==> config.mk <==
export PLATFORM = sky130hd
export DESIGN_NAME = calc_display_scan_flat
export DESIGN_NICKNAME = d
export VERILOG_FILES = /design/src/rtl/calc_display_scan_if.sv /design/src/rtl/calc_display_scan.sv /design/src/flat_wrapper.sv
export SDC_FILE = /design/constraint.sdc
export NUM_CORES = 1
export LEC_CHECK = 0
export ABC_AREA = 0
export CAP_MARGIN = 30
export CELL_PAD_IN_SITES_DETAIL_PLACEMENT = 1
export CELL_PAD_IN_SITES_GLOBAL_PLACEMENT = 2
export CORE_MARGIN = 2
export CORE_UTILIZATION = 42
export CTS_CLUSTER_SIZE = 24
export DETAILED_ROUTE_END_ITERATION = 6
export PLACE_DENSITY_LB_ADDON = 0.1
export SETUP_SLACK_MARGIN = 0.2
export SLEW_MARGIN = 30
export SYNTH_ARGS = -nofsm -noshare
export SYNTH_HDL_FRONTEND = slang
export SYNTH_SLANG_ARGS = --single-unit
==> constraint.sdc <==
create_clock -name clock -period 8.5 [get_ports clock]
set_clock_uncertainty 0.2 [all_clocks]
set_input_delay 2.125 -clock clock [delete_from_list [all_inputs] [get_ports clock]]
set_output_delay 2.125 -clock clock [all_outputs]
set_load 0.05 [all_outputs]
==> src/rtl/calc_display_scan_if.sv <==
// Bundle between the calculator core's digit stream and the display driver.
// Core side: status / data / pos are presented every cycle, there is no
// valid/ready pair. status == 01 (busy) qualifies data/pos as a digit write,
// the 01 -> 10 (ready) transition marks the end of a frame, 00 reports an
// error and 11 is reserved and carries no meaning. The display side
// (an/seg/dp) plus the frame_valid/err flags are driven back by the scanner.
interface calc_display_scan_if;
    logic [1:0] status;
    logic [3:0] data;
    logic [3:0] pos;
    logic [7:0] an;
    logic [6:0] seg;
    logic       dp;
    logic       frame_valid;
    logic       err;

    // The core (or a bench standing in for it) drives the digit stream.
    modport master (
        output status, data, pos,
        input  an, seg, dp, frame_valid, err
    );

    // The display scanner consumes the stream and drives the display.
    modport slave (
        input  status, data, pos,
        output an, seg, dp, frame_valid, err
    );
endinterface

==> src/rtl/calc_display_scan.sv <==
// Calculator display scanner.
// Captures the core's BCD digit stream into a shadow buffer, commits a full
// frame into the display buffer on the busy -> ready edge, and time-multiplexes
// the display buffer onto an 8-digit common-anode seven-segment display.
// A core error status latches a sticky "Err" screen until reset.
// Optional build macro CALC_DISPLAY_LZB_EN enables leading-zero blanking of
// the committed frame (digit 0 is never blanked; the error screen is unaffected).
module calc_display_scan #(
    parameter int SCAN_DIV = 100000, // clock cycles per digit slot, >= 2
    parameter int NUM_DIG  = 8       // fixed at 8
) (
    input  logic                 clock,
    input  logic                 reset,
    calc_display_scan_if.slave   bus
);

    localparam int PW = (SCAN_DIV > 2) ? $clog2(SCAN_DIV) : 1;

    localparam logic [1:0] ST_ERR   = 2'b00;
    localparam logic [1:0] ST_BUSY  = 2'b01;
    localparam logic [1:0] ST_READY = 2'b10;

    localparam logic [6:0] SEG_BLANK = 7'h7F;
    localparam logic [6:0] SEG_E     = 7'h06;
    localparam logic [6:0] SEG_R     = 7'h2F;

    // Active-low {g,f,e,d,c,b,a} pattern for one BCD digit; non-BCD is blank.
    function automatic logic [6:0] seg_decode(input logic [3:0] v);
        logic [6:0] s;
        case (v)
            4'd0:    s = 7'h40;
            4'd1:    s = 7'h79;
            4'd2:    s = 7'h24;
            4'd3:    s = 7'h30;
            4'd4:    s = 7'h19;
            4'd5:    s = 7'h12;
            4'd6:    s = 7'h02;
            4'd7:    s = 7'h78;
            4'd8:    s = 7'h00;
            4'd9:    s = 7'h10;
            default: s = SEG_BLANK;
        endcase
        return s;
    endfunction

    // Fixed "Err" pattern right-aligned on digits 2..0.
    function automatic logic [6:0] err_glyph(input logic [2:0] idx);
        logic [6:0] s;
        case (idx)
            3'd2:       s = SEG_E;
            3'd1, 3'd0: s = SEG_R;
            default:    s = SEG_BLANK;
        endcase
        return s;
    endfunction

    logic [NUM_DIG-1:0][3:0] shadow;
    logic [NUM_DIG-1:0][3:0] disp;
    logic [PW-1:0]           prescaler;
    logic [2:0]              scan_idx;
    logic [1:0]              status_q;
    logic                    err_q;
    logic                    frame_valid_q;
    logic [7:0]              an_q;
    logic [6:0]              seg_q;

    logic                    capture_en;
    logic                    commit_en;
    logic                    scan_wrap;
    logic [NUM_DIG-1:0]      lz_blank;
    logic [7:0]              an_next;
    logic [6:0]              seg_next;

    // Capture needs busy status, commit needs the busy->ready edge; both are
    // frozen once the sticky error is set. pos >= 8 is ignored outright.
    always_comb begin
        capture_en = !err_q && (bus.status == ST_BUSY) && !bus.pos[3];
        commit_en  = !err_q && (status_q == ST_BUSY) && (bus.status == ST_READY);
        scan_wrap  = (prescaler == PW'(SCAN_DIV - 1));
    end

    // Shadow buffer: one digit per busy cycle, addressed by pos.
    always_ff @(posedge clock or posedge reset) begin
        if (reset) begin
            shadow <= '0;
        end else if (capture_en) begin
            shadow[bus.pos[2:0]] <= bus.data;
        end
    end

    // Display buffer: whole frame copied from the shadow on commit.
    always_ff @(posedge clock or posedge reset) begin
        if (reset) begin
            disp          <= '0;
            frame_valid_q <= 1'b0;
        end else begin
            frame_valid_q <= commit_en;
            if (commit_en) begin
                disp <= shadow;
            end
        end
    end

    // Previous-cycle status for edge detection, and the sticky error flag.
    always_ff @(posedge clock or posedge reset) begin
        if (reset) begin
            status_q <= ST_BUSY;
            err_q    <= 1'b0;
        end else begin
            status_q <= bus.status;
            if (bus.status == ST_ERR) begin
                err_q <= 1'b1;
            end
        end
    end

    // Slot timer: prescaler wraps every SCAN_DIV cycles and advances the slot.
    always_ff @(posedge clock or posedge reset) begin
        if (reset) begin
            prescaler <= '0;
            scan_idx  <= 3'd0;
        end else if (scan_wrap) begin
            prescaler <= '0;
            scan_idx  <= scan_idx + 3'd1;
        end else begin
            prescaler <= prescaler + 1'b1;
        end
    end

`ifdef CALC_DISPLAY_LZB_EN
    // A digit is blank while it and every digit above it are zero; digit 0
    // always shows so that a zero value displays a single '0'.
    always_comb begin
        logic seen_nz;
        lz_blank = '0;
        seen_nz  = 1'b0;
        for (int k = NUM_DIG - 1; k >= 1; k--) begin
            if (disp[k] != 4'd0) begin
                seen_nz = 1'b1;
            end
            lz_blank[k] = !seen_nz;
        end
    end
`else
    // Without blanking every digit is decoded, leading zeros included.
    always_comb begin
        lz_blank = '0;
    end
`endif

    // Pattern for the slot currently selected by scan_idx.
    always_comb begin
        an_next  = ~(NUM_DIG'(1) << scan_idx);
        seg_next = SEG_BLANK;
        if (err_q) begin
            seg_next = err_glyph(scan_idx);
        end else if (lz_blank[scan_idx]) begin
            seg_next = SEG_BLANK;
        end else begin
            seg_next = seg_decode(disp[scan_idx]);
        end
    end

    // Registered display drive, one clock behind scan_idx.
    always_ff @(posedge clock or posedge reset) begin
        if (reset) begin
            an_q  <= 8'hFF;
            seg_q <= SEG_BLANK;
        end else begin
            an_q  <= an_next;
            seg_q <= seg_next;
        end
    end

    assign bus.an          = an_q;
    assign bus.seg         = seg_q;
    assign bus.dp          = 1'b1;
    assign bus.frame_valid = frame_valid_q;
    assign bus.err         = err_q;

endmodule

==> src/flat_wrapper.sv <==
// flat-port wrapper written by rule: the top's interface ports become plain ports
module calc_display_scan_flat 
#(
    parameter int SCAN_DIV = 100000,                                     
    parameter int NUM_DIG  = 8                    
)
  (clock, reset, bus_status, bus_data, bus_pos, bus_an, bus_seg, bus_dp, bus_frame_valid, bus_err);
  calc_display_scan_if bus_i ();
  input  logic clock;
  input  logic reset;
  input wire logic [$bits(bus_i.status)-1:0] bus_status;
  input wire logic [$bits(bus_i.data)-1:0] bus_data;
  input wire logic [$bits(bus_i.pos)-1:0] bus_pos;
  output wire logic [$bits(bus_i.an)-1:0] bus_an;
  output wire logic [$bits(bus_i.seg)-1:0] bus_seg;
  output wire logic [$bits(bus_i.dp)-1:0] bus_dp;
  output wire logic [$bits(bus_i.frame_valid)-1:0] bus_frame_valid;
  output wire logic [$bits(bus_i.err)-1:0] bus_err;
  assign bus_i.status = bus_status;
  assign bus_i.data = bus_data;
  assign bus_i.pos = bus_pos;
  assign bus_an = bus_i.an;
  assign bus_seg = bus_i.seg;
  assign bus_dp = bus_i.dp;
  assign bus_frame_valid = bus_i.frame_valid;
  assign bus_err = bus_i.err;
  calc_display_scan #(.SCAN_DIV(SCAN_DIV), .NUM_DIG(NUM_DIG)) u_core (.clock(clock), .reset(reset), .bus(bus_i));
endmodule
==> results of run 1 <==
[metrics by stage]
step / instances / util [%]
2_1_floorplan: 317 / -
6_report: 489 / 49.4
3_3_place_gp: 473 / 47.5
5_1_grt: 489 / 49.4
4_1_cts: 489 / 49.4
3_5_place_dp: 473 / 47.5
[path summary, 6_finish.rpt]
check | endpoint | start | slack (ps) | cells after the start
worst max-delay path | bus_err | u_core.bus.err | 4410 | 1
worst min-delay path | u_core.prescaler[0] | u_core.prescaler[0] | 290 | 1
worst max register to register | u_core.bus.seg[3] | u_core.scan_idx[0] | 5610 | 6
worst min register to register | u_core.prescaler[0] | u_core.prescaler[0] | 290 | 1
max in group asynchronous | u_core.shadow[4] | reset | 5240 | 3
min in group asynchronous | u_core.prescaler[16] | reset | 1890 | 2
[placed cells by master, fill, tap and decap left out, types with 4 or more instances in the layout]
cell,n
xnor2_1,6
and4_1,4
o211ai_1,4
nand2_1,12
nor2_1,12
nand4_1,5
clkbuf_8,10
clkdlybuf4s50_1,28
nand3_1,8
nor3_1,5
mux2_2,67
mux2i_1,5
dfstp_2,16
xor2_1,9
inv_1,12
mux4_2,6
ha_1,12
dfrtp_1,87
[sequential cells by signal (all words and copies together) (netlist names)]
name / count
u_core.disp: 32
u_core.shadow: 32
u_core.prescaler: 17
u_core.bus.an: 8
u_core.bus.seg: 7
u_core.scan_idx: 3
u_core.status_q: 2
u_core.bus.err: 1
u_core.bus.frame_valid: 1
[metal layers]
layer,vias to the layer above,global-route usage [%]
li1,1185,-
met1,1320,21.7
met2,40,26.0
met3,5,3.39
met4,0,4.76
met5,-,0
[report_power, final]
| part | switching [uW] | internal, uW |
|---|---|---|
| Sequential | 0.601 | 491 |
| Combinational | 15.0 | 6.36 |
| Clock | 158 | 144 |
[kinds of logic after synthesis]
group	synth area share (%)
simple gates	8.44
other cells	0.0829
buf+inv	2.57
fa+ha+maj	3.32
mux	23.0
compound gates	2.24
xor+xnor	2.90
flops	57.4
[cell type report]
class	count	share of cell area, %
Clock buffer	13	2.91
Clock inverter	3	0.830
Inverter	14	1.07
Multi-Input combinational cell	190	35.3
Sequential cell	103	50.7
Tap cell	136	3.32
Timing Repair Buffer	30	5.84
==> metrics, run 1 <==
initial antenna violation count=0; Clock Tree Root=clkbuf_8; Port-buffer cells=28; Ant. Diodes=0; Detail Placement HPWL=5.70 mm; Syn Nets=341; drt via density=5.21; run status=completed; clk_lat worst skew=360 ps; Worst Max-Slew Pin Slew=689 ps; Leakage=0.00234 uW; Async S/R FF share, synth=100%; critical path cell sequence=clkdlybuf4s50_1; TNS Setup=0 ps; Hold WS=292 ps; I/O pin cnt=30; worst hold path type=flop to flop; Synth Area per Inst=14.3 sq um; P per Cell Area=159 nW/um^2; final WL=8.29 mm; # nets final=372; CP Class=flop to output pin; TritonCTS clock tree=done; ratio of cells with drive above 1 in the final layout=31.4%; Synth area leader=dfrtp_1; total setup buffers inserted after CTS=0; H-tree levels=3; antenna-violating nets left=0; Worst setup EP type=output pin; top routing layer in use=met4; number of global-route vias before repair=2710; fillers=1049; total CTS buffers=9; Synth-to-Final Area Change=13.3%; commonest cells in the netlist=87 x dfrtp_1, 67 x mux2_2, 16 x dfstp_2; multi-input logic area=1810 sq um; initial drt markers=94; Initial Utilization=43.6%; met3 WL=256 um; DP Area=4930 sq um; routed via count=2550; area of the mapped netlist=4520 sq um; final hold vios=0; post-synth cell types=48; final instance area=5120 sq um; CTS Hold Bufs=0; Critical Path Slowest Stage Cell=clkdlybuf4s50_1; Worst path max stage delay=880 ps; routed len/inst=16.9 um; CP top delay family=buffers and inverters; setup ws final=4410 ps; synthesized flop and latch total=103; most common cell in the netlist=dfrtp_1; Seq/Total Area, Yosys=57.4%; Syn. warnings=0; DRT Pass-1 Iters=4; Max clock buf depth=2; Site Rows=37; Final Setup Violations=0; die height=108 um; Resized Gates After CTS=0; Die X=108 um; core area=10400 sq um; post-synth top area share=48.1%; global-route wire length before repair=14.2 mm; Routed met2 length=4.12 mm; crit share post-route=48.1%; top post-synthesis cells by area=dfrtp_1 48%, mux2_2 17%, dfstp_2 9.3%, ha_1 3.3%, mux4_2 3.0%; max_cap viols=0; gr usage total=16.0%; largest net degree at the start of global routing=79; post-synthesis cell count=317; die area=11600 sq um; Critical Path Source Type=flop; minimum clock period=4090 ps; DRC Markers=0; CTS sink cnt=103; CP arrival=1770 ps; Peak VDD IR=0.0000921 V; dpl ws=4110 ps; total power=816 uW; EDFF count, synth=0; clock-pin slew of the registers on the worst-case setup and hold paths=90 ps; WP data required=6180 ps; GPL Wtd Cong=0.720; slew margin rel.=54.1%; RSZ-0062 raised after global routing=no; Bufs and invs on worst path=1; gr ovfl total=0; sequential cell area=2600 sq um; worst-path maximum fanout=7; max-slew violations=0; FMAX=244 MHz; DRT met1 WL=3.82 mm; main flop type after synthesis=dfrtp_1
(Power assumes the default switching activity.)
==> run 2, diff against run 1 <==
Settings changed: CORE_UTILIZATION 42 to 38.
Clock period 8.5 ns to 3.3 ns, I/O delays scaled along.
==> run 2 against run 1 <==
  * The flow now finishes with violations (design-rule violations)
  * First-iteration DRC count rose by 22%
  * Register-to-register slack worse by 5000 ps
  * Sequential cell count stayed put
  * Highest routed layer unchanged
  * Combinational power rose to 2.7 times the previous value
  * Critical path depth did not move
  * Count of clock-buffer cells in the layout is 1 lower
  * Sequential share of layout area shrank 1.5 points
  * Total power grew to 2.9 times the previous value
  * Sequential power grew to 2.6 times the previous value
  * Die area rose by 10%
  * Critical path type unchanged
==> metrics, run 2 (synthesis gave the netlist of run 1 again) <==
run status=finished with violations; failing checks=design-rule violations; minimum clock period=2780 ps; ratio of cells with drive above 1 in the final layout=32.0% (+0.58 points); P per Cell Area=449 nW/um^2 (+180%); CP arrival=1760 ps (about the same); Die X=113 um (+4.9%); Site Rows=39 (+5.4%); RSZ-0062 raised after global routing=no; routed via count=2586 (+1.4%); fillers=1184 (+13%); initial drt markers=115 (+22%); Largest regs=u_core.disp: 32 flops, u_core.shadow: 32 flops, u_core.prescaler: 17 flops; Max clock buf depth=2 (unchanged); dpl cells=483 (+2.1%); CP Launch Point=u_core.bus.err; die area=12800 sq um (+10%); die height=113 um (+4.9%); most frequent cells in the layout=87 x dfrtp_1, 67 x mux2_2, 28 x clkdlybuf4s50_1, 16 x dfstp_2; Detail Placement HPWL=5.90 mm (+3.5%); initial antenna violation count=0 (unchanged); worst-path maximum fanout=7 (unchanged); leading cell type in the layout, fill and taps excluded=dfrtp_1; core area=11500 sq um (+11%); critical path cell sequence=clkdlybuf4s50_1; CP top delay family=buffers and inverters; routed len/inst=17.4 um (+2.8%); CTS sink cnt=103 (unchanged); worst reg2reg path endpoint=u_core.bus.seg[3]; Crit. path cell count=1 (unchanged); TritonCTS clock tree=done; slew margin rel.=62.5% (+8.4 points); fin cells=499 (+2.0%); total setup buffers inserted after CTS=0 (unchanged); GPL Wtd Cong=0.727 (+0.99%); Synth-to-Final Area Change=16.7%; Worst Reg-to-Reg Cells=7 (+1); H-tree levels=3 (unchanged); clock-pin slew of the registers on the worst-case setup and hold paths=60 ps (-30 ps); final hold vios=0 (unchanged); Critical Path End=bus_err; multi-input logic area=1810 sq um (unchanged); Worst setup EP type=output pin; max-slew violations=0 (unchanged); Resized Gates After CTS=0 (unchanged); number of global-route vias before repair=2746 (+1.3%); Initial Utilization=39.3% (-4.3 points); DRT Pass-1 Iters=6 (+2); # nets final=375 (+0.81%); Worst Max-Slew Pin Slew=562 ps (-127 ps); Worst path max stage delay=870 ps (about the same); crit share post-route=84.4%; DRC Markers=3 (+3); final WL=8.69 mm (+4.9%); largest net degree at the start of global routing=104 (+32%); Critical Path Slowest Stage Cell=clkdlybuf4s50_1; clk_lat worst skew=340 ps (-20 ps); flop-to-flop setup slack=610 ps (-5000 ps); Critical Path Source Type=flop; global-route wire length before repair=14.6 mm (+3.0%); drt via density=5.18 (-0.62%); Bufs and invs on worst path=1 (unchanged); total CTS buffers=9 (unchanged); CTS Hold Bufs=0 (unchanged); Port-buffer cells=28 (unchanged); TNS Setup=0 ps (unchanged); Peak VDD IR=0.000324 V (+250%); Ant. Diodes=0 (unchanged); worst hold path type=flop to flop; Final Setup Violations=0 (unchanged); FMAX=359 MHz; I/O pin cnt=30 (unchanged); gr usage total=15.0% (-1.0 points); CP Class=flop to output pin; sequential cell area=2600 sq um (unchanged); gr ovfl total=0 (unchanged); antenna-violating nets left=0 (unchanged); Clock Tree Root=clkbuf_16; max_cap viols=0 (unchanged); Leakage=0.00241 uW (+2.9%); RR Startpoint=u_core.scan_idx[0]; WP data required=2270 ps (-3910 ps)
[run 2: cell count changes in the layout (fill, tap and decap cells not counted), sizes merged]
cell    before  now
buf          2    5
clkbuf      13   12
clkinv       2    4
inv         13   12
[run 2: area by class of cell]
| class | count | area share (%) |
|---|---|---|
| multi-input cells | 190 | 34.3 |
| flip-flops and latches | 103 | 49.2 |
| repair buffers | 33 | 6.49 |
| well taps | 143 | 3.39 |
| clock buffers | 12 | 4.67 |
| clock inverters | 4 | 0.901 |
| inverters | 14 | 1.07 |
[run 2: through the flow]
stage	total power, uW	utilization, %	setup WS (ps)	cell area, sq um	hold WS (ps)
after global routing	2470	45.8	456	5280	316
final	2370	45.8	516	5280	287
after detailed placement	1350	43.3	222	4980	284
after global placement	1350	43.3	336	4980	271
after CTS	2420	45.8	497	5280	293
after floorplan	1320	-	996	4530	248
[run 2: power by group]
group | switching, uW | internal [uW] | leakage, uW | total (uW)
logic | 39.3 | 17.7 | 0.000906 | 57.0
clock network | 441 | 607 | 0.000144 | 1050
registers | 1.44 | 1270 | 0.00136 | 1270
[run 2: worst min-delay path by stage]
stage	startpoint	end	cells after the start	slack, ps
after floorplan	u_core.prescaler[0]	u_core.prescaler[0]	1	250
after global placement	u_core.prescaler[0]	u_core.prescaler[0]	1	270
after detailed placement	u_core.prescaler[0]	u_core.prescaler[0]	1	280
after CTS	u_core.prescaler[0]	u_core.prescaler[0]	1	290
after global routing	u_core.shadow[24]	u_core.shadow[24]	1	320
final	u_core.prescaler[0]	u_core.prescaler[0]	1	290
[run 2: routing by layer]
metal  up-vias  part of all wire [%]  global-route usage, %  routed length (um)
met5         -                     0                      0                   0
met4         0                  0.79                   4.15                  69
met3         4                   3.2                   4.82                 275
met2        29                    51                   25.4                4460
met1      1351                    45                   18.5                3880
li1       1202                     -                      -                   -
